<file path="config.mk">
export PLATFORM = sky130hd
export DESIGN_NAME = csr_issue_queue
export DESIGN_NICKNAME = d
export VERILOG_FILES = /design/src/rtl/csr_issue_queue.sv
export SDC_FILE = /design/constraint.sdc
export NUM_CORES = 1
export LEC_CHECK = 0
export CORE_MARGIN = 2
export CORE_UTILIZATION = 41
export CTS_CLUSTER_DIAMETER = 150
export CTS_CLUSTER_SIZE = 30
export DETAILED_ROUTE_END_ITERATION = 10
export PLACE_DENSITY_LB_ADDON = 0.3
export SETUP_SLACK_MARGIN = 0.5
export SLEW_MARGIN = 40
export SYNTH_ARGS = -nofsm -noshare
export SYNTH_HDL_FRONTEND = slang
export SYNTH_SLANG_ARGS = --single-unit
</file>
<file path="constraint.sdc">
create_clock -name clk -period 5.48 [get_ports clk]
set_input_delay 1.37 -clock clk [delete_from_list [all_inputs] [get_ports clk]]
set_output_delay 1.37 -clock clk [all_outputs]
set_load 0.005 [all_outputs]
</file>
<file path="src/rtl/csr_issue_queue.sv">
// csr_issue_queue: in-order CSR buffer issuing each op only once it is the oldest uncommitted ROB entry
module csr_issue_queue #(
   parameter int DEPTH              = 4,
   parameter int ROB_INDEX_WIDTH    = 4,
   parameter int PHY_REG_ADDR_WIDTH = 6,
   parameter int XLEN               = 64,
   parameter int IMM_LEN            = 5,
   parameter int CSR_ADDR_LEN       = 12
) (
   input  logic                          clk,
   input  logic                          rst,
   input  logic                          rcu_csrq_vld_i,
   output logic                          csrq_rcu_rdy_o,
   input  logic [ROB_INDEX_WIDTH-1:0]    rcu_rob_index_i,
   input  logic [PHY_REG_ADDR_WIDTH-1:0] rcu_prd_addr_i,
   input  logic [2:0]                    rcu_func3_i,
   input  logic [XLEN-1:0]               rcu_prs1_data_i,
   input  logic [IMM_LEN-1:0]            rcu_imm_i,
   input  logic [CSR_ADDR_LEN-1:0]       rcu_csr_addr_i,
   input  logic                          rcu_csr_do_read_i,
   input  logic                          rcu_csr_do_write_i,
   input  logic [ROB_INDEX_WIDTH-1:0]    rob_head_index_i,
   input  logic                          flush_i,
   output logic                          csr_req_valid_o,
   output logic [ROB_INDEX_WIDTH-1:0]    csr_rob_index_o,
   output logic [PHY_REG_ADDR_WIDTH-1:0] csr_prd_addr_o,
   output logic [2:0]                    csr_func3_o,
   output logic [XLEN-1:0]               csr_prs1_data_o,
   output logic [IMM_LEN-1:0]            csr_imm_o,
   output logic [CSR_ADDR_LEN-1:0]       csr_addr_o,
   output logic                          csr_do_read_o,
   output logic                          csr_do_write_o,
   output logic                          csrq_empty_o
);
   localparam int AW = $clog2(DEPTH);
   localparam int W  = ROB_INDEX_WIDTH + PHY_REG_ADDR_WIDTH + 3 + XLEN + IMM_LEN + CSR_ADDR_LEN + 2;
   localparam logic [1:0] IDLE        = 2'd0;
   localparam logic [1:0] WAIT_HEAD   = 2'd1;
   localparam logic [1:0] ISSUE       = 2'd2;
   localparam logic [1:0] WAIT_RETIRE = 2'd3;

   logic [W-1:0]  mem [DEPTH];
   logic [W-1:0]  din, out_q;
   logic [AW-1:0] head, tail;
   logic [AW:0]   count;
   logic [1:0]    state, state_nxt;
   logic          push, pop;

   assign din = {rcu_rob_index_i, rcu_prd_addr_i, rcu_func3_i, rcu_prs1_data_i,
                 rcu_imm_i, rcu_csr_addr_i, rcu_csr_do_read_i, rcu_csr_do_write_i};
   assign {csr_rob_index_o, csr_prd_addr_o, csr_func3_o, csr_prs1_data_o,
           csr_imm_o, csr_addr_o, csr_do_read_o, csr_do_write_o} = out_q;

   // DEPTH is a power of two, so the count MSB alone flags full
   assign csrq_rcu_rdy_o  = ~count[AW];
   assign push            = rcu_csrq_vld_i & csrq_rcu_rdy_o & ~flush_i;
   assign pop             = (state == WAIT_HEAD) & (count != 0) & ~flush_i &
                            (mem[head][W-1 -: ROB_INDEX_WIDTH] == rob_head_index_i);
   assign csr_req_valid_o = (state == ISSUE);
   assign csrq_empty_o    = (count == 0) & (state == IDLE);

   always_comb begin
      state_nxt = state;
      case (state)
         IDLE:        state_nxt = push ? WAIT_HEAD : IDLE;
         WAIT_HEAD:   state_nxt = pop ? ISSUE : WAIT_HEAD;
         ISSUE:       state_nxt = WAIT_RETIRE;
         default:     state_nxt = (rob_head_index_i == csr_rob_index_o) ? WAIT_RETIRE :
                                  ((count != 0) | push) ? WAIT_HEAD : IDLE;
      endcase
   end

   always_ff @(posedge clk)
      if (push) mem[tail] <= din;

   always_ff @(posedge clk or negedge rst) begin
      if (!rst) begin
         head  <= '0;
         tail  <= '0;
         count <= '0;
         state <= IDLE;
         out_q <= '0;
      end else if (flush_i) begin
         head  <= '0;
         tail  <= '0;
         count <= '0;
         state <= IDLE;
      end else begin
         state <= state_nxt;
         count <= count + (AW+1)'(push) - (AW+1)'(pop);
         if (push) tail <= tail + 1'b1;
         if (pop) begin
            head  <= head + 1'b1;
            out_q <= mem[head];
         end
      end
   end
endmodule

</file>
# Yosys cells after proc, flatten, opt, wreduce, memory -nomap -nowiden
# Memory sizes are Yosys's and may differ from the RTL's.
# Cells that the tools add are included.
dict set report word_totals {
  wordCells 42
  inputBits 104
  output_inout_bits 99
  ramBits 384
  reg_bits 105
  n_memories 1
}
# name depth word_bits read_ports rd_clocked_by_memory_dff write_ports line
set mem_list {}
lappend mem_list {mem 4 96 1 0 1 42} ;# logic [W-1:0] mem [DEPTH];
dict set report op_classes {
  n_mux 13
  n_bitwise 9
  n_addsub 4
  eq_ne 4
  reduce_logical 6
}
# operator count
set ops {}
lappend ops {{$mux 2} 7}
lappend ops {{$eq 4x4->1} 2}
lappend ops {{$and 1x1->1} 6}
lappend ops {{$pmux 2 s3} 1}
lappend ops {{$add 2x1->2 const B} 2}
lappend ops {{$mux 1} 4}
lappend ops {{$reduce_bool 2->1} 2}
lappend ops {{$add 3x1->3} 1}
lappend ops {{$logic_not 3->1} 1}
lappend ops {{$mux 3} 1}
lappend ops {{$reduce_bool 3->1} 1}
lappend ops {{$sub 3x1->3} 1}
lappend ops {{$eq 2x1->1 const B} 1}
lappend ops {{$eq 2x2->1 const B} 1}
lappend ops {{$logic_not 2->1} 1}
lappend ops {{$not 1->1} 2}
lappend ops {{$reduce_and 2->1} 1}
lappend ops {{$or 1x1->1} 1}

# Depth between registers and ports, before layout
dict set report logic_depth {
  word_depth 8
  depth_mapped 11
  depth_no_buf 10
}

# Worst setup path after synthesis
# Ideal clock, no wire load.
dict set report synth_timing {
  kind {input port to flip-flop}
  start {input rcu_csrq_vld_i}
  end {memory mem[0][0] in the netlist's numbering, enable pin}
  path_buffers 0
  setup_ns 0.466
  stages 3
  arrival_ns 4.223
  required_time_ns 5.014
  path_slack_ns 0.792
  path_cell_list {nor2b_1 -> nor2b_1 -> and2_1}
}
dict set report synth_via {
  elab_chain_cells 4
}
# element line
set synth_rtl {}
lappend synth_rtl {{start: declaration} 12} ;# input logic rcu_csrq_vld_i,
lappend synth_rtl {{$and 1x1->1 (2 in a row)} 56} ;# assign push = rcu_csrq_vld_i & csrq_rcu_rdy_o & ~flush_i;
lappend synth_rtl {{$mux 1} 74} ;# if (push) mem[tail] <= din;
lappend synth_rtl {{$mux 1 (implied by the code)} 74}
lappend synth_rtl {{end: declaration} 42}
# No other way between the ends.

# Final worst setup path
dict set report layout_timing {
  start {input flush_i}
  end {register out_q[67], read port of mem}
}
dict set report layout_via {
  elab_chain_cells 4
}
# element line
set layout_rtl {}
lappend layout_rtl {{start: declaration} 23} ;# input logic flush_i,
lappend layout_rtl {{$not 1->1 (no source line) (*)} -}
lappend layout_rtl {{$and 1x1->1 (2 in a row)} 57} ;# assign pop = (state == WAIT_HEAD) & (count != 0) & ~flush_i &
lappend layout_rtl {{$reduce_and 2->1 (no source line) (*)} -}
lappend layout_rtl {{end: declaration} 43} ;# logic [W-1:0] din, out_q;
# Every way passes the cells marked *; elsewhere a longest branch is shown, timed or not.
# A chain may end at the register's enable or synchronous reset.

==> results.md <==
- R2R Path Start: head[0]
- Vias after detailed routing: 8195
- Starting density of the core: 41.3%
- Clk buf depth: 3
- Die ar.: 46000 sq um
- Post-CTS Setup Repair Bufs: 0
- Most common cell after layout, fill and taps aside: edfxtp_1
- Crit path DAT: 4.18 ns
- Die Wd: 214 um
- H-tree Lvls: 1
- Max-slew headroom: 48.4%
- Min-Delay Path Depth: 1
- Number of global-route vias before repair: 8753
- Max IR drop VDD: 185 uV
- Syn_area_per_cell: 22.8 sq um
- Hold Crit Class: reg -> reg
- RSZ-0062 raised after global routing: false
- Setup Skew: 0.0240 ns
- Core footprint: 43900 sq um
- Netlist cell types: 39
- R2r setup slk: 2.33 ns
- Wire per inst: 21.8 um
- Yosys Warn Count: 0
- Ports: 203
- DRT antenna net count: 0
- Inserted Clock Buffers: 20
- Tcrit/Tclk final: 68.2%
- Final WS setup: 1.74 ns
- Gr ovfl total: 0
- Primary FF master, synth: edfxtp_1
- CP required: 5.92 ns
- Initial antenna violation count: 2
- WS Path Type: in -> reg
- Syn nets: 907
- Final WL: 35100 um
- Min cycle time layout: 3.74 ns
- Final nets: 1115
- Pleak: 7.30 nW
- Reg2Reg Depth: 6
- CP endpoint kind: flop
- Worst Hold End: out_q[25]
- Setup TNS: 0 ns
- GRT Util Overall: 15.4%
- #FFs+latches synth: 489
- Fin. max-slew vios: 0
- Area grow syn2layout: 18.7%
- Top post-synthesis cells by area: edfxtp_1 63%, dfrtp_1 14%, mux4_2 12%, mux2_2 4.3%, mux2_1 1.7%
- Worst-path maximum fanout: 40
- First-pass GRT wire length: 54200 um
- Yosys top cell area share: 63.5%
- Count of input and output buffers: 202
- Worst setup SP type: input port
- Clock sinks: 489
- Drt drc: 0
- Vias/cell: 5.08
- Cell taking the most area after synthesis: edfxtp_1
- Most frequent cells in the layout: 384 x edfxtp_1, 201 x clkdlybuf4s50_1, 103 x dfrtp_1
- Die height: 214 um
- Row Count: 77
- Largest net degree at the start of global routing: 55
- Post-placement cell count: 1575
- Placer Congestion: 0.765
- Detail Placement HPWL: 20900 um
- Cell count after synthesis: 797
- Power Total: 6.92 mW
- Hold path start: out_q[25]
- Post-CTS Resized: 0
- TritonRoute pass-1 iters: 5
- Post-layout util: 49.1%
- Run status: finished clean
- Reg-to-reg endpoint: out_q[67]
- Final setup fails: 0
- FFs w/ async S/R, synth: 21.5%
- Max Clock Freq: 267 MHz
- Register clock-pin slew on the reported worst setup and hold paths: 0.11 ns
- Hold buffer count at CTS: 0
- Initial detailed-routing violation count: 456
- CTS tree: built
- Hold Fails Final Rpt: 0
- Pre-CTS setup slack: 1.14 ns
- Clock Tree Root: clkbuf_16
- Area of the mapped netlist: 18200 sq um
- Clock Latency Late Sink: 0.55 ns
- Max Cap Viol: 0
- Seq/Total Area, Yosys: 78.0%
- Post-Layout Cell Count: 1612
- Post-synth EDFFs: 384
- Worst-margin pin slew: 0.774 ns
- Share of cells above drive strength 1: 21.0%
- Pwr/cell area: 321 nW/um^2
kinds of logic after synthesis:
kind of cell / synth area share (%)
buffers and inverters: 1.34
and+or+nand+nor: 1.10
adders and majority gates: 0.455
muxes: 18.1
AOI/OAI and AO/OA: 0.565
xor gates and xnor gates: 0.482
DFF: 78.0
how the worst max path moves through the flow:
stage	from	cells past startpoint	end
floorplan	rcu_csrq_vld_i	3	mem[0][0]
global placement	flush_i	7	out_q[92]
detailed placement	flush_i	7	out_q[67]
CTS	flush_i	7	out_q[67]
global route	flush_i	7	out_q[10]
finish	flush_i	7	out_q[67]
sequential cells by signal, indices dropped and copies added, names as in the netlist:
| register | count |
|---|---|
| mem | 384 |
| tail | 2 |
| head | 2 |
| count | 3 |
| state | 2 |
| out_q | 96 |
critical path: stages:
cell and delay, ns:
clkdlybuf4s50_1 0.59, nor3b_1 0.28, o311ai_1 0.14, a221oi_2 0.37
and3_4 0.64, buf_12 0.34, mux2_2 0.38
synth_stat cells, types with 3 or more instances:
master / count
and2_1: 5
buf_4: 9
buf_8: 3
clkbuf_1: 18
dfrtp_1: 105
edfxtp_1: 384
ha_1: 5
inv_1: 9
mux2_1: 27
mux2_2: 69
mux2i_1: 9
mux4_2: 93
nand2_1: 4
nor2_1: 12
nor2b_1: 6
xnor2_1: 8
cell type report:
class                      count  area [sq um]
fill                        3664         22400
multi-input combinational    265          3770
inverter                       9          33.8
clock buffer                  35           578
antenna                        1          2.50
tap                          592           741
timing repair buffer         220          2240
sequential                   489         14200
clock inverter                 1          30.0
power by group:
part	leakage (nW)	switching [mW]	internal (mW)	total, mW
combinational	2.11	0.284	0.453	0.737
sequential	4.91	0.114	4.25	4.36
clock	0.287	1.07	0.742	1.81
metrics by stage:
| stage | cell area, sq um | hold WS (ns) |
|---|---|---|
| final | 21600 | 0.499 |
| after global routing | 21600 | 0.512 |
| after detailed placement | 21000 | 0.476 |
| after global placement | 20900 | 0.470 |
| after floorplan | 18200 | 0.483 |
| after CTS | 21600 | 0.501 |
routing by layer:
| layer | track usage, % | vias to the layer above | part of all wire [%] | wire, um |
|---|---|---|---|---|
| met5 | 0 | - | 0.037 | 13 |
| met1 | 21.3 | 4372 | 44 | 15600 |
| li1 | - | 3627 | - | - |
| met4 | 3.08 | 2 | 1.2 | 435 |
| met2 | 25.9 | 166 | 50 | 17500 |
| met3 | 2.77 | 28 | 4.5 | 1590 |
Power figures use the tool's default switching activity.
